==> config.mk <==
export PLATFORM = sky130hd
export DESIGN_NAME = rom_loader
export DESIGN_NICKNAME = d
export VERILOG_FILES = /design/src/rtl/rom_loader.sv
export SDC_FILE = /design/constraint.sdc
export NUM_CORES = 1
export LEC_CHECK = 0
export ABC_AREA = 1
export BUFFER_PORTS_ARGS = -buffer_cell sky130_fd_sc_hd__buf_2
export CORE_MARGIN = 3
export CORE_UTILIZATION = 54
export DETAILED_ROUTE_END_ITERATION = 6
export PLACE_DENSITY = 0.77
export SLEW_MARGIN = 5
export SYNTH_ARGS = -nofsm -noshare
export SYNTH_HDL_FRONTEND = slang
export SYNTH_SLANG_ARGS = --single-unit
==> constraint.sdc <==
create_clock -name clk -period 5.9 [get_ports clk]
set_input_delay 0.885 -clock clk [delete_from_list [all_inputs] [get_ports clk]]
set_output_delay 0.885 -clock clk [all_outputs]
set_load 0.01 [all_outputs]
==> src/rtl/rom_loader.sv <==
// Streams a little-endian program image (word count header + payload words)
// into instruction memory, holding the core in reset until the load completes.
module rom_loader #(
  parameter int unsigned MEM_WORDS = 4096
) (
  input  logic        clk,
  input  logic        rst,
  input  logic        start_i,
  input  logic [7:0]  byte_i,
  input  logic        byte_valid_i,
  output logic        byte_ready_o,
  output logic        mem_we_o,
  output logic [31:0] mem_addr_o,
  output logic [31:0] mem_data_o,
  output logic        cpu_rst_o,
  output logic        done_o,
  output logic        err_o,
  output logic [31:0] checksum_o
);

  typedef enum logic [2:0] {IDLE, HDR, DATA, LAST, DONE, ERR} state_t;

  state_t      state_q, state_d;
  logic [1:0]  byte_cnt;
  logic [23:0] shift_q;
  logic [31:0] n_words;
  logic [31:0] word_idx;
  logic [31:0] assembled;
  logic        accept;
  logic        word_done;
  logic        restart;

  assign byte_ready_o = (state_q == HDR) || (state_q == DATA);
  assign accept       = byte_valid_i && byte_ready_o;
  assign word_done    = accept && (byte_cnt == 2'd3);
  // The byte arriving now becomes the top byte of the word being assembled.
  assign assembled    = {byte_i, shift_q};
  assign restart      = start_i &&
                        ((state_q == IDLE) || (state_q == DONE) || (state_q == ERR));

  assign cpu_rst_o = (state_q != DONE);
  assign done_o    = (state_q == DONE);
  assign err_o     = (state_q == ERR);

  always_ff @(posedge clk or posedge rst) begin
    if (rst) state_q <= IDLE;
    else     state_q <= state_d;
  end

  always_comb begin
    state_d = state_q;
    case (state_q)
      IDLE, DONE, ERR: if (start_i) state_d = HDR;
      HDR: begin
        if (word_done)
          state_d = ((assembled == 32'd0) || (assembled > MEM_WORDS)) ? ERR : DATA;
      end
      DATA: begin
        if (word_done && (word_idx == n_words - 32'd1)) state_d = LAST;
      end
      LAST:    state_d = DONE;
      default: state_d = IDLE;
    endcase
  end

  // Byte assembly, the one-cycle write strobe and the running checksum.
  always_ff @(posedge clk or posedge rst) begin
    if (rst) begin
      byte_cnt   <= 2'd0;
      shift_q    <= 24'd0;
      n_words    <= 32'd0;
      word_idx   <= 32'd0;
      mem_we_o   <= 1'b0;
      mem_addr_o <= 32'd0;
      mem_data_o <= 32'd0;
      checksum_o <= 32'd0;
    end else begin
      mem_we_o <= 1'b0;
      if (restart) begin
        byte_cnt   <= 2'd0;
        word_idx   <= 32'd0;
        checksum_o <= 32'd0;
      end else if (mem_we_o) begin
        checksum_o <= checksum_o + mem_data_o;
      end
      if (accept) begin
        byte_cnt <= byte_cnt + 2'd1;
        shift_q  <= assembled[31:8];
        if (byte_cnt == 2'd3) begin
          if (state_q == HDR) begin
            n_words  <= assembled;
            word_idx <= 32'd0;
          end else begin
            mem_we_o   <= 1'b1;
            mem_addr_o <= word_idx << 2;
            mem_data_o <= assembled;
            word_idx   <= word_idx + 32'd1;
          end
        end
      end
    end
  end

endmodule

==> results of run 1 <==
[synth_stat cells, types with 3 or more instances]
cell type    n
nand2_1    487
dfrtp_1    188
inv_1      178
nor2_1     153
o21ai_0    134
nand3_1     74
a21oi_1     52
ha_1        34
xor2_1      27
nand4_1     24
clkbuf_1    19
o21ai_1     18
buf_2       17
nor2_4      13
nor3_1      13
o22ai_1     13
a21o_1      12
nand2_2     12
inv_2       10
nor2_2      10
a31oi_1      8
nor4_1       8
nand3b_1     7
o21bai_1     7
xnor2_1      6
nand2_4      5
nand3_2      5
o211ai_1     5
a22o_1       4
o21a_1       4
o31ai_1      4
o32ai_2      3
[per-stage QoR]
stage	hold WS [ps]	std cells	util	power [mW]
final	470	1958	0.624	4.14
after global routing	496	1958	0.624	4.43
after CTS	477	1958	0.624	4.17
after detailed placement	458	1927	0.596	3.00
after global placement	452	1927	0.596	2.97
after floorplan	453	1582	-	2.60
[registers in the layout, summed over array words and instances, names as in the netlist]
| register | count |
|---|---|
| state_q | 3 |
| checksum_o | 32 |
| n_words | 32 |
| byte_cnt | 2 |
| word_idx | 32 |
| mem_we_o | 1 |
| shift_q | 24 |
| mem_data_o | 32 |
| mem_addr_o | 30 |
[worst max-delay path, stage by stage, from the launching register on]
cell and delay, ps:
dfrtp_1 450, nor2_4 150, nand2_2 130, nand2_4 110
nand2_4 230, nor2_4 200, inv_2 100, nor2_4 70
buf_4 430, clkinv_2 510, buf_4 410, a21oi_1 140
o21ai_0 80, o21ai_0 80
[path summary, 6_finish.rpt]
kind | from | endpoint | slack (ps) | cells past startpoint
min in group asynchronous | rst | mem_data_o[0]$_DFFE_PP0P_ | 760 | 3
worst min register to register | mem_addr_o[23]$_DFFE_PP0P_ | mem_addr_o[23]$_DFFE_PP0P_ | 470 | 2
worst max register to register | state_q[2]$_DFFE_PP0P_ | word_idx[10]$_DFF_PP0_ | 2660 | 13
worst max-delay path | state_q[2]$_DFFE_PP0P_ | word_idx[10]$_DFF_PP0_ | 2660 | 13
worst min-delay path | mem_addr_o[23]$_DFFE_PP0P_ | mem_addr_o[23]$_DFFE_PP0P_ | 470 | 2
max in group asynchronous | rst | n_words[26]$_DFFE_PP0P_ | 4430 | 3
[routing by layer]
layer,GRT usage,wire [µm],vias to the layer above,part of all wire
li1,-,-,5312,-
met1,0.377,14200,5056,0.47
met2,0.421,14000,287,0.46
met3,0.0438,1570,36,0.052
met4,0.0668,406,0,0.013
met5,0,0,-,0
[cell type report]
| class | instances | area, µm² | area share |
|---|---|---|---|
| Clock buffer | 19 | 453 | 0.0352 |
| Clock inverter | 12 | 126 | 0.00981 |
| Inverter | 189 | 714 | 0.0555 |
| Multi-Input combinational cell | 1163 | 5930 | 0.460 |
| Sequential cell | 188 | 4700 | 0.365 |
| Tap cell | 270 | 338 | 0.0262 |
| Timing Repair Buffer | 117 | 616 | 0.0478 |
[kinds of logic (layout without fill, tap and decap cells)]
| family | Yosys count | in the layout |
|---|---|---|
| XOR/XNOR | 34 | 34 |
| flip-flops | 188 | 188 |
| AND/OR/NAND/NOR | 821 | 821 |
| multiplexers | 2 | 2 |
| adder cells (fa/ha/maj) | 35 | 35 |
| other | 1 | 2 |
| buffers and inverters | 231 | 337 |
| AO/OA/AOI/OAI | 269 | 269 |
[power groups by stage]
| stage | logic, mW | registers [mW] | clock network [mW] |
|---|---|---|---|
| 3_3_place_gp | 1.12 | 1.84 | 0 |
| 4_1_cts | 1.17 | 1.82 | 1.17 |
| 2_1_floorplan | 0.814 | 1.79 | 0 |
| 3_5_place_dp | 1.16 | 1.85 | 0 |
| 6_report | 1.16 | 1.82 | 1.16 |
| 5_1_grt | 1.34 | 1.86 | 1.23 |
==> impl_metrics.csv, run 1 <==
group,metric,value,unit
synth,synthDistinctLibCells,52,
worst_setup_path,classification_of_the_worst_setup_path,"register to register",
clock_network,post_cts_buffers,0,
worst_setup_path,cp.arrival,3590,ps
routing,dr.pass1.iters,5,
synth,postSynthRegisterBits,188,
synth,fraction_of_the_mapped_netlist_area_in_adder_cells,0.0386,
synth,synth_flop_cell,"dfrtp_1",
routing,totalWireLength,30200,µm
sta,finalSetupViolCount,0,
worst_setup_path,worstSetupEndpointType,"register",
power,power.share.switching,0.385,
clock_network,hold_buffers,0,
worst_setup_path,worstPathMaxFanout,43,
power,vdd.ir_drop.worst,0.000212,V
sta,timing.final.crit_period,3240,ps
power,leakagePower,6.76,nW
power,power.switching,1.59,mW
synth,synth_edf_count,0,
sta,setup-tns-final,0,ps
sta,finalHoldViolCount,0,
die,dieHeight,152,µm
routing,wire_per_inst,15.4,µm
synth,synth.yosys.seq_area_share,0.408,
synth,synth.area.mux_share,0.00195,
cells_and_area,n_fill_cell,1901,
worst_hold_path,hold_class,"register to register",
global_route,gr-usage-all-layers,0.263,
placed_design,dpl_cell_area,12300,µm²
worst_setup_path,critPathRequiredTime,6250,ps
placed_design,preCtsSetupSlack,2530,ps
cells_and_area,flow.area_growth_from_synthesis,11.7,%
routing,drt-initial-drc-count,757,
global_route,first_pass_grt_wire_length,51000,µm
synth,syn_area_per_cell,7.29,µm²
die,core.rowCount,52,
routing,num_vias,10700,
sta,report.final.slew_viol_count,0,
synth,syn-cell-area,11500,µm²
clock_network,cts_made_buffers,17,
die,core_region_area,20600,µm²
power,combinational_share_of_power,0.281,
die,dieWidth,152,µm
cells_and_area,design.final.nets,1723,
global_route,grt_antenna_before_repair,0,
power,power.share.clock,0.279,
synth,synth_top_family_by_area,"simple AND/OR/NAND/NOR gates",
cells_and_area,insertedDiodeCount,0,
synth,synth_simple_gate_area_share,0.314,
synth,synth_async_sr_flop_share,1.00,
power,power.density,322,nW/µm²
global_route,via_count_of_the_first_global_routing_pass,10300,
synth,yosysWarningCount,0,
worst_setup_path,startpoint_type,"register",
sta,max-slew-margin-rel,0.240,
routing,drt-vias-per-instance,5.46,
cells_and_area,mostFrequentLayoutCells,"nand2_1, dfrtp_1, inv_1",
clock_network,post_cts_resized,0,
synth,synthDominantAreaCellType,"dfrtp_1",
synth,synth_top_area_share,0.408,
sta,tightest_slew,1140,ps
clock_network,numClockSinks,188,
routing,drt_drc_violations_left,0,
die,starting_density,0.559,
placed_design,place.gp.congestion,0.946,
power,power.share.sequential,0.440,
placed_design,place_hpwl,22300,µm
clock_network,cts_tree,"yes",
clock_network,cts_max_level,4,
clock_network,clock_insertion_delay_worst_skew,440,ps
synth,syn-instance-count,1581,
sta,post-route-worst-setup-slack,2660,ps
cells_and_area,final_common_cell,"nand2_1",
sta,worst_clock_skew,10.7,ps
synth,ys_top_cells_by_area,"dfrtp_1, nand2_1, o21ai_0, inv_1, nor2_1",
cells_and_area,layout-drive-gt1-share,0.130,
clock_network,cts_root_buf,"clkbuf_16",
flow_run,timing.max_cap.violations,0,
placed_design,io_buffers,110,
clock_network,register_clock_pin_slew_on_the_reported_worst_setup_and_hold_paths,70,ps
run_status,outcome,"finished clean",
synth,post_synth_xor_area_fraction,0.0270,
routing,ant_nets,0,
die,die_area,23100,µm²
global_route,globalRouteOverflowTotal,0,
die,num_io_pins,113,
power,power.internal,2.55,mW
sta,grt_setup_unrepaired,"no",
synth,synth_compound_gate_area_share,0.132,
clock_network,clock_tree.buffer_depth,2,
sta,final.period_utilization,0.549,
global_route,largest_net_degree_at_the_start_of_global_routing,189,
sta,maxClockFrequency,309,MHz
cells_and_area,finalInstanceArea,12900,µm²
Note: power is estimated with default switching activity, not from simulation.
==> inputs of run 2 (changes only) <==
ABC_AREA = 0   (was 1)
clock period = 2.9 ns   (was 5.9 ns; I/O delays follow)
==> impl_metrics.csv, run 2 <==
group,metric,value,unit
die,starting_density,0.554,
clock_network,hold_buffers,0,
clock_network,cts_made_buffers,17,
worst_setup_path,worstRegToRegCells,11,
worst_setup_path,worstSetupEndpoint,"checksum_o[21]$_DFFE_PP0P_",
worst_setup_path,critical-path-slowest-cell,"or4b_2",
run_status,outcome,"finished clean",
global_route,grt_antenna_before_repair,0,
worst_setup_path,worstPathMaxFanout,4,
global_route,gr-usage-all-layers,0.253,
synth,synthDominantAreaCellType,"dfrtp_1",
sta,finalHoldViolCount,0,
global_route,first_pass_grt_wire_length,44200,µm
synth,synth_flop_cell,"dfrtp_1",
worst_setup_path,worstSetupEndpointType,"register",
sta,setup-tns-final,0,ps
worst_setup_path,critical_path.reg2reg.endpoint,"checksum_o[21]$_DFFE_PP0P_",
cells_and_area,final_common_cell,"nand2_1",
synth,postSynthRegisterBits,188,
routing,ant_nets,0,
sta,max-slew-margin-rel,0.542,
die,dieWidth,145,µm
placed_design,place.gp.congestion,0.870,
worst_setup_path,startpoint_type,"register",
routing,drt-vias-per-instance,5.81,
worst_setup_path,critPathRequiredTime,3270,ps
global_route,via_count_of_the_first_global_routing_pass,8630,
die,core.rowCount,50,
routing,drt_drc_violations_left,0,
synth,synth_edf_count,0,
global_route,largest_net_degree_at_the_start_of_global_routing,71,
cells_and_area,mostFrequentLayoutCells,"nand2_1, dfrtp_1, buf_2",
synth,yosys-top-cells-count,"nand2_1, dfrtp_1, o21ai_0",
worst_setup_path,classification_of_the_worst_setup_path,"register to register",
routing,num_vias,9060,
synth,synthDistinctLibCells,69,
cells_and_area,finalCoreUtilization,0.660,
synth,synth_compound_gate_area_share,0.120,
sta,finalSetupViolCount,0,
synth,synth_top_family_by_area,"simple AND/OR/NAND/NOR gates",
sta,post-route-worst-setup-slack,93.5,ps
synth,synth.area.mux_share,0.0843,
routing,wire_per_inst,17.3,µm
synth,yosysWarningCount,0,
synth,synth_top_area_share,0.451,
routing,drt-initial-drc-count,729,
synth,post_synth_xor_area_fraction,0.0562,
flow_run,timing.max_cap.violations,0,
power,power.density,635,nW/µm²
synth,synth_async_sr_flop_share,1.00,
synth,syn-instance-count,1146,
global_route,globalRouteOverflowTotal,0,
clock_network,cts_tree,"yes",
worst_setup_path,cpMostUsedCell,"o21ai_2",
cells_and_area,flow.area_growth_from_synthesis,19.0,%
placed_design,numPlacedInstances,1518,
synth,ys_top_cells_by_area,"dfrtp_1, nand2_1, mux2_2, ha_1, o21ai_0",
sta,timing.final.crit_period,2810,ps
cells_and_area,finalInstanceArea,12400,µm²
sta,worst_clock_skew,10.7,ps
worst_setup_path,max_stage_delay,600,ps
synth,syn-cell-area,10400,µm²
routing,totalWireLength,27100,µm
cells_and_area,non_filler_cells_in_the_finished_layout,1560,
clock_network,cts_max_level,4,
worst_setup_path,timing.reg2reg.setup_slack,90,ps
worst_setup_path,worstPathCellList,"ha_4 > a21oi_1 > a2111oi_4 > buf_4 > o21ai_2 > o21ai_2 > a211oi_2 > o21bai_1 > a21oi_2 > or4b_2 > nand3_1",
worst_setup_path,cp_num_cells,11,
worst_setup_path,path_delay_family,"compound AO/OA/AOI/OAI gates",
routing,dr.pass1.iters,7,
placed_design,preCtsSetupSlack,-109,ps
worst_setup_path,setup.worst_path.start,"checksum_o[2]$_DFFE_PP0P_",
synth,synth.yosys.seq_area_share,0.451,
cells_and_area,layout-drive-gt1-share,0.237,
clock_network,clock_tree.buffer_depth,2,
sta,grt_setup_unrepaired,"yes",
clock_network,numClockSinks,188,
synth,syn_area_per_cell,9.11,µm²
die,core_region_area,18800,µm²
power,leakagePower,6.14,nW
power,vdd.ir_drop.worst,0.000509,V
sta,final.period_utilization,0.968,
clock_network,cts_root_buf,"clkbuf_16",
clock_network,clock_insertion_delay_worst_skew,440,ps
synth,fraction_of_the_mapped_netlist_area_in_adder_cells,0.0427,
worst_setup_path,crit-reg2reg-launch,"checksum_o[2]$_DFFE_PP0P_",
die,num_io_pins,113,
synth,yosysMostFrequentCell,"nand2_1",
sta,tightest_slew,682,ps
placed_design,dpl_cell_area,11600,µm²
die,dieHeight,145,µm
worst_setup_path,critPathBufInv,1,
cells_and_area,design.final.nets,1332,
placed_design,place_hpwl,18900,µm
clock_network,register_clock_pin_slew_on_the_reported_worst_setup_and_hold_paths,70,ps
sta,maxClockFrequency,356,MHz
die,die_area,21000,µm²
worst_hold_path,hold_class,"input port to async pin",
sta,report.final.slew_viol_count,0,
worst_setup_path,cp.arrival,3180,ps
synth,synth_simple_gate_area_share,0.215,
placed_design,io_buffers,110,
[run 2: repair_timing]
item / CTS / global route
gates resized for setup: 13 / 15
pin swaps: 5 / 13
endpoints found under the setup margin: 7 / 10
buffers inserted: 2 / 6
[run 2: layout make-up]
| cell class | count | area [µm²] |
|---|---|---|
| well taps | 260 | 325 |
| inverters | 18 | 71.3 |
| clock buffers | 18 | 429 |
| diodes | 2 | 5.00 |
| fillers | 1473 | 6410 |
| repair buffers | 185 | 1160 |
| flip-flops and latches | 188 | 4710 |
| multi-input cells | 875 | 5560 |
| clock inverters | 14 | 159 |
[run 2: cell families after synthesis]
group,after synthesis
AOI/OAI and AO/OA,206
xor gates and xnor gates,67
adders and majority gates,35
buffers and inverters,84
DFF,188
muxes,81
other,1
and+or+nand+nor,484
[run 2: how the worst min path moves through the flow]
stage,start,endpoint,slack [ps]
2_1_floorplan,byte_cnt[0]$_DFFE_PP0P_,byte_cnt[0]$_DFFE_PP0P_,450
3_3_place_gp,mem_addr_o[21]$_DFFE_PP0P_,mem_addr_o[21]$_DFFE_PP0P_,460
3_5_place_dp,mem_addr_o[23]$_DFFE_PP0P_,mem_addr_o[23]$_DFFE_PP0P_,460
4_1_cts,rst,mem_addr_o[25]$_DFFE_PP0P_,40
5_1_grt,rst,mem_addr_o[23]$_DFFE_PP0P_,40
6_report,rst,mem_addr_o[28]$_DFFE_PP0P_,30
[run 2: routing by layer]
layer,vias to the layer above,GRT usage,part of all wire
met4,0,0.0727,0.024
met1,4410,0.357,0.45
met3,47,0.0478,0.052
li1,4292,-,-
met5,-,0,0
met2,311,0.404,0.47
[run 2: where the power goes]
group / leakage (nW) / switching [mW] / internal (mW) / total, mW
Sequential: 2.51 / 0.630 / 3.03 / 3.66
Combinational: 3.35 / 0.956 / 0.914 / 1.87
Clock: 0.281 / 1.07 / 1.29 / 2.36
[run 2: stage by stage]
stage | hold slack (ps) | power [mW]
floorplan | 455 | 4.82
global placement | 455 | 5.38
detailed placement | 457 | 5.46
CTS | 36.5 | 7.84
global route | 41.4 | 8.25
finish | 28.6 | 7.88
